==> config.mk <==
export PLATFORM = sky130hd
export DESIGN_NAME = ifu_fetch
export DESIGN_NICKNAME = d
export VERILOG_FILES = /design/src/rtl/ifu_fetch.sv
export SDC_FILE = /design/constraint.sdc
export NUM_CORES = 1
export LEC_CHECK = 0
export ABC_AREA = 0
export CORE_UTILIZATION = 48
export CTS_CLUSTER_SIZE = 40
export DETAILED_ROUTE_END_ITERATION = 12
export PLACE_DENSITY = 0.84
export SLEW_MARGIN = 20
export SYNTH_ARGS = -nofsm -noshare
export SYNTH_HDL_FRONTEND = slang
export SYNTH_SLANG_ARGS = --single-unit
==> constraint.sdc <==
create_clock -name clk -period 2.25 [get_ports clk]
set_input_delay 0.45 -clock clk [delete_from_list [all_inputs] [get_ports clk]]
set_output_delay 0.45 -clock clk [all_outputs]
set_load 0.01 [all_outputs]
==> src/rtl/ifu_fetch.sv <==
// Instruction fetch: owns the PC, fetches words over req/ack, queues up to two {pc,inst} for decode.
// Ack-to-inst_valid is one cycle; fetching pauses while both queue slots are full.
module ifu_fetch #(
  parameter logic [31:0] RESET_PC = 32'h0000_0000,
  parameter logic [31:0] NOP_INST = 32'h0000_0013
) (
  input  logic        clk,
  input  logic        clrn,
  output logic        im_req,
  output logic [31:0] im_addr,
  input  logic        im_ack,
  input  logic [31:0] im_rdata,
  output logic        inst_valid,
  output logic [31:0] inst,
  output logic [31:0] inst_pc,
  input  logic        inst_ready,
  input  logic        redirect,
  input  logic [31:0] redirect_pc
);

  typedef enum logic [1:0] {
    S_IDLE  = 2'd0,
    S_RUN   = 2'd1,
    S_DRAIN = 2'd2
  } state_e;

  typedef struct packed {
    logic [31:0] pc;
    logic [31:0] inst;
  } entry_t;

  state_e      state_q, state_d;
  logic [31:0] fetch_pc_q, fetch_pc_d;
  logic [31:0] req_addr_q, req_addr_d;
  logic [1:0]  count_q, count_d;
  entry_t      fifo_q [2];
  entry_t      fifo_d [2];

  logic [31:0] redir_tgt;
  logic        push;
  logic        pop;
  logic        wr_slot;
  logic        unused_bits;

  assign redir_tgt   = {redirect_pc[31:2], 2'b00};
  assign unused_bits = ^redirect_pc[1:0];

  // Request is a function of registered state only, so it cannot glitch on im_ack.
  always_comb begin
    im_req  = 1'b0;
    im_addr = fetch_pc_q;
    case (state_q)
      S_RUN:   im_req = (count_q != 2'd2);
      S_DRAIN: begin
        im_req  = 1'b1;
        im_addr = req_addr_q;
      end
      default: ;
    endcase
  end

  assign inst_valid = (count_q != 2'd0);
  assign inst       = inst_valid ? fifo_q[0].inst : NOP_INST;
  assign inst_pc    = inst_valid ? fifo_q[0].pc   : 32'h0000_0000;

  assign pop     = inst_valid & inst_ready;
  assign push    = (state_q == S_RUN) & im_req & im_ack & ~redirect;
  // Slot 1 only when one entry stays resident; a push never happens at count 2.
  assign wr_slot = count_q[0] & ~pop;

  always_comb begin
    state_d    = state_q;
    fetch_pc_d = fetch_pc_q;
    req_addr_d = req_addr_q;
    case (state_q)
      S_IDLE: state_d = S_RUN;
      S_RUN: begin
        if (redirect) begin
          fetch_pc_d = redir_tgt;
          if (im_req && !im_ack) begin
            req_addr_d = fetch_pc_q;
            state_d    = S_DRAIN;
          end
        end else if (push) begin
          fetch_pc_d = fetch_pc_q + 32'd4;
        end
      end
      S_DRAIN: begin
        if (redirect) fetch_pc_d = redir_tgt;
        if (im_ack)   state_d    = S_RUN;
      end
      default: state_d = S_IDLE;
    endcase
  end

  always_comb begin
    fifo_d[0] = fifo_q[0];
    fifo_d[1] = fifo_q[1];
    count_d   = count_q;
    if (redirect) begin
      count_d = 2'd0;
    end else begin
      if (pop) fifo_d[0] = fifo_q[1];
      if (push) begin
        if (wr_slot) fifo_d[1] = {fetch_pc_q, im_rdata};
        else         fifo_d[0] = {fetch_pc_q, im_rdata};
      end
      count_d = count_q + {1'b0, push} - {1'b0, pop};
    end
  end

  always_ff @(posedge clk or negedge clrn) begin
    if (!clrn) begin
      state_q    <= S_IDLE;
      fetch_pc_q <= RESET_PC;
      req_addr_q <= RESET_PC;
      count_q    <= 2'd0;
      fifo_q[0]  <= '0;
      fifo_q[1]  <= '0;
    end else begin
      state_q    <= state_d;
      fetch_pc_q <= fetch_pc_d;
      req_addr_q <= req_addr_d;
      count_q    <= count_d;
      fifo_q[0]  <= fifo_d[0];
      fifo_q[1]  <= fifo_d[1];
    end
  end

endmodule

Word-level counts from Yosys, hierarchy flattened
Cells that the tools add are included.
{"block": "op_classes", "n_addsub": 3, "n_eq_ne": 8, "mux": 17, "n_bitwise": 7, "reduce_logical": 9}
{"cell": "two-way mux 32 bit", "n": 6}
{"cell": "two-way mux 64 bit", "n": 3}
{"cell": "two-way mux 128 bit", "n": 1}
{"cell": "case mux 32 bit (2 select lines)", "n": 1}
{"cell": "adder 32 x 3 -> 32 bit, second input constant", "n": 1}
{"cell": "AND reduction 3 bit", "n": 4}
{"cell": "two-way mux 2 bit", "n": 4}
{"cell": "inequality test 2 bit, second input constant", "n": 4}
{"cell": "case mux 2 bit (3 select lines)", "n": 1}
{"cell": "bitwise AND 1 bit", "n": 5}
{"cell": "nonzero test 2 bit", "n": 2}
{"cell": "inequality test 3 bit, second input constant", "n": 1}
{"cell": "adder 2 x 1 -> 2 bit", "n": 1}
{"cell": "== test 2 x 1 -> 1 bit, second input constant", "n": 1}
{"cell": "== test 2 bit, second input constant", "n": 1}
{"cell": "zero test 2 bit", "n": 1}
{"cell": "inequality test 2 x 1 -> 1 bit, second input constant", "n": 1}
{"cell": "inverter 1 bit", "n": 2}
{"cell": "case mux 1 bit (2 select lines)", "n": 1}
{"cell": "subtractor 2 x 1 -> 2 bit", "n": 1}
{"cell": "logical AND 1 bit", "n": 1}
{"cell": "zero test 1 bit", "n": 1}
{"block": "word_totals", "regBits": 196, "out_inout_bits": 98, "wordCells": 52}

Depth between registers and ports, before layout
{"block": "logic_depth", "ltp_word": 8, "depth_mapped": 10, "mapped_depth_nobuf": 10}

Worst setup path after synthesis
Ideal clock, no wire load.
{"block": "synth_timing", "kind": "register to register", "start": "register state_q[0]", "end": "register fifo_q[20] (netlist bit)", "setup_ns": 0.125, "t_arrival_ns": 2.160, "required_ns": 2.125, "path_slack_ns": -0.035, "stages_incl_launch_ff": 10, "n_path_buf": 2, "period_less_slack_ns": 2.285, "path_cell_list": "dfrtp_1 inv_1 ha_1 nand3_1 a21o_1 or2_1 nor2b_1 buf_2 buf_2 mux2_2"}
{"block": "synth_via", "elab_chain_len": 6}
{"element": "start, declared", "line_no": "32", "rtl": "state_e state_q, state_d;"}
{"element": "start signal, assigned", "line_no": "121", "rtl": "state_q <= state_d;"}
{"element": "== test 2 bit / == test 2 x 1 -> 1 bit (equally long branches)", "line_no": "52, 67"}
{"element": "case mux 1 bit (2 select lines)", "line_no": "52", "rtl": "case (state_q)"}
{"element": "bitwise AND 1 bit * (3 in series)", "line_no": "67", "rtl": "assign push = (state_q == S_RUN) & im_req & im_ack & ~redirect;"}
{"element": "AND reduction 3 bit (no line) *"}
{"element": "end, declared", "line_no": "36", "rtl": "entry_t fifo_q [2];"}
Every way passes the cells marked *; elsewhere a longest branch is shown, timed or not.
A chain may end at the register's enable or synchronous reset.

Worst setup path in the final report
{"block": "layout_timing", "start": "register state_q[0]", "end": "register fetch_pc_q[30]"}
{"block": "layout_via", "elab_chain_len": 7}
{"element": "== test 2 bit / == test 2 x 1 -> 1 bit (equally long branches)", "line_no": "52, 75, 67"}
{"element": "case mux 1 bit (2 select lines)", "line_no": "52"}
{"element": "bitwise AND 1 bit (3 in series)", "line_no": "67"}
{"element": "inequality test 3 bit (no line)"}
{"element": "AND reduction 3 bit (no line)"}
{"element": "end signal, assigned", "line_no": "122", "rtl": "fetch_pc_q <= fetch_pc_d;"}
{"element": "end, declared", "line_no": "33", "rtl": "logic [31:0] fetch_pc_q, fetch_pc_d;"}
Several ways; a longest one is shown, not always the timed one.

==> impl_metrics.yaml <==
status:
  status: "finished, violations left"
  violations: "negative setup slack"
finish:
  drive_above_1_share_pct: 36.0
  nets: 1118
  areaGrowthSynthToFinish_pct: 43.7
  fin_util_pct: 70.8
  layout_commonest_cell: "dfrtp_1"
  final_cell_mix: "dfrtp_1 (189), mux2_4 (78), and2_1 (66), buf_4 (66), clkdlybuf4s50_1 (65)"
  num_antenna_cells: 0
setup_path:
  r2r_cells: 9
  critical_path.cell_chain: "inv_2 > buf_6 > ha_4 > nand3_4 > buf_4 > o31a_1 > or4b_4 > or3_1 > o211ai_1"
  critical_path_arrival_ps: 2780
  cp.required_ps: 2600
  startpoint_type: "register"
  crit_fanout: 2
  cp-startpoint: "state_q[0]"
  max_stage_delay_ps: 530
  cp_slowest_cell: "or4b_4"
  reg2reg_from: "state_q[0]"
  crit_type: "reg -> reg"
  reg2reg_slack_ps: -180
  setup.worst_path.end_class: "register"
  worst_r2r_endpoint: "fetch_pc_q[30]"
timing:
  tns_ps: -6720
  layout_setup_ws_ps: -178
  setup_violations: 110
  tightest_slew_ps: 528
  hold_violations: 0
  drv_slew: 0
  grt_setup_unrepaired: "true"
  hold_slack_ps: 470
  period_share_pct: 108
  post-route-min-period_ps: 2430
  slew_headroom_pct: 64.4
  clock-skew-final_ps: 14.2
  clock.fmax_mhz: 412
global_routing:
  grt_pass1_wl_mm: 41.4
  grt_overflow: 0
  grt_antenna_before_repair: 1
  grt_pass1_vias: 7634
  track_usage_pct: 27.0
  grt_max_degree: 65
place:
  dp_slack_ps: -272
  portBuffers: 162
  hpwl_mm: 15.6
  gp_congestion: 0.894
yosys:
  netlist_top_cells_area: "dfrtp_1 (51%), mux2_2 (13%), a22o_1 (5.8%), a21o_1 (5.2%), and2_1 (4.5%)"
  ys_warn_count: 0
  async_flop_share_pct: 100
  synth_ff_type: "dfrtp_1"
  syn-cell-area_um2: 9240
  synthCells: 811
  ys_seq_area_share_pct: 51.4
  post_synth.cell_area_avg_um2: 11.4
  ys_types: 59
  synth.top_cell.area_share_pct: 51.4
  synth_top_cell_by_area: "dfrtp_1"
  ys_ff_latch: 190
  synth_edf_count: 0
clock_network:
  clock-root-buffer: "clkbuf_16"
  clk_pin_slew_ps: 80
  cts.sinks: 190
  cts_max_path_buffers: 2
  clk_latency_ps: 440
  htree_levels: 4
  cts_tree: "built"
  cts_buffers: 17
min_path:
  hp-class: "reg -> reg"
  hold_end: "fifo_q[89]"
  min_from: "fifo_q[89]"
  min_path_cells: 1
detailed_routing:
  vias: 7902
  drt_iter0_markers: 569
  routedWlPerCell_um: 22.7
  dr.pass1.iters: 5
  wirelength_mm: 29.2
  drc: 0
  postRouteAntennaNets: 0
  avgViaCountPerCell: 6.14
floorplanning:
  core_area_um2: 18800
  dieHeight_um: 141
  fp.dieW_um: 141
  start_util_pct: 49.3
  ioPinCount: 167
  rows: 50
  dieArea_um2: 19800
power_and_ir_drop:
  powerDensity_nw_per_um2: 1310
  power.total_mw: 17.3
  power.leakage_nw: 6.59
  irDropWorstVdd_v: 0.000755
run:
  drv_cap: 0
## registers in the layout, summed over array words and instances, names as in the netlist
| register | cells |
|---|---|
| fifo_q | 126 |
| count_q | 2 |
| req_addr_q | 30 |
| state_q | 2 |
| fetch_pc_q | 30 |
## cells by family after synthesis
group                      count (synthesis)  share of synthesized area (%)
DFF                                      190                           51.4
buffers and inverters                     81                           3.60
AOI/OAI and AO/OA                        223                           17.4
adders and majority gates                  8                           1.08
xor gates and xnor gates                   2                          0.190
muxes                                    121                           14.7
and+or+nand+nor                          185                           11.5
other                                      1                         0.0406
## worst max-delay path by stage
stage / slack, ps / to
after floorplan: 9 / fetch_pc_q[30]
after global placement: -210 / fifo_q[53]
after detailed placement: -270 / fifo_q[46]
after CTS: -120 / im_addr[12]
after global routing: -210 / fetch_pc_q[30]
final: -180 / fetch_pc_q[30]
## metal layers
metal | part of all wire [%] | track usage (%) | vias to the layer above
met4 | 2.8 | 8.41 | 0
met3 | 7.9 | 5.26 | 90
li1 | - | - | 3414
met5 | 0 | 0 | -
met1 | 42 | 36.9 | 3945
met2 | 48 | 43.7 | 453
## metrics by stage
| stage | std cells | instance area, µm² |
|---|---|---|
| after global placement | 1202 | 11600 |
| after detailed placement | 1202 | 11600 |
| final | 1288 | 13300 |
| after global routing | 1288 | 13300 |
| after floorplan | 812 | 9270 |
| after CTS | 1276 | 13100 |
## power breakdown
| group | total, mW | internal [mW] | switching [mW] |
|---|---|---|---|
| combinational | 8.52 | 4.64 | 3.88 |
| sequential | 5.76 | 4.76 | 0.999 |
| clock | 3.07 | 1.59 | 1.48 |
## worst max-delay path: cells and delay by family (launching register included)
family | cells | cell delay (ps)
DFF | 1 | 390
AOI/OAI and AO/OA | 2 | 360
buffers and inverters | 3 | 350
and+or+nand+nor | 3 | 950
adders and majority gates | 1 | 290
## cell type report
| cell class | count | area (µm²) |
|---|---|---|
| Fill cell | 1223 | 5480 |
| Sequential cell | 190 | 4760 |
| Multi-Input combinational cell | 541 | 4660 |
| Timing Repair Buffer | 283 | 2950 |
| Clock buffer | 17 | 425 |
| Tap cell | 234 | 293 |
| Clock inverter | 15 | 176 |
| Inverter | 8 | 30.0 |
## synthesized netlist by cell type (all sizes together), types with 4 or more instances
cell type and number:
nor3 9, or3 6, nand2 20, nand3 13, a31oi 4, nand4 9
and3 10, o22ai 5, a21o 64, a21oi 37, ha 8, o21ai 25
nand2b 6, mux2 121, dfrtp 190, and4 4, nor2 22, buf 17
or2 4, nor2b 5, and2 66, a22o 61, o31ai 5, clkbuf 56
inv 8
## repair_timing
action,4_1_cts,5_1_grt
resized for setup,310,157
setup endpoints to repair,161,180
cloned,10,8
buffers inserted,31,12
pin swaps,6,8
hold buffers,1,0
endpoints found under the hold margin,13,0
No activity file was read; power rests on OpenSTA's default activity.
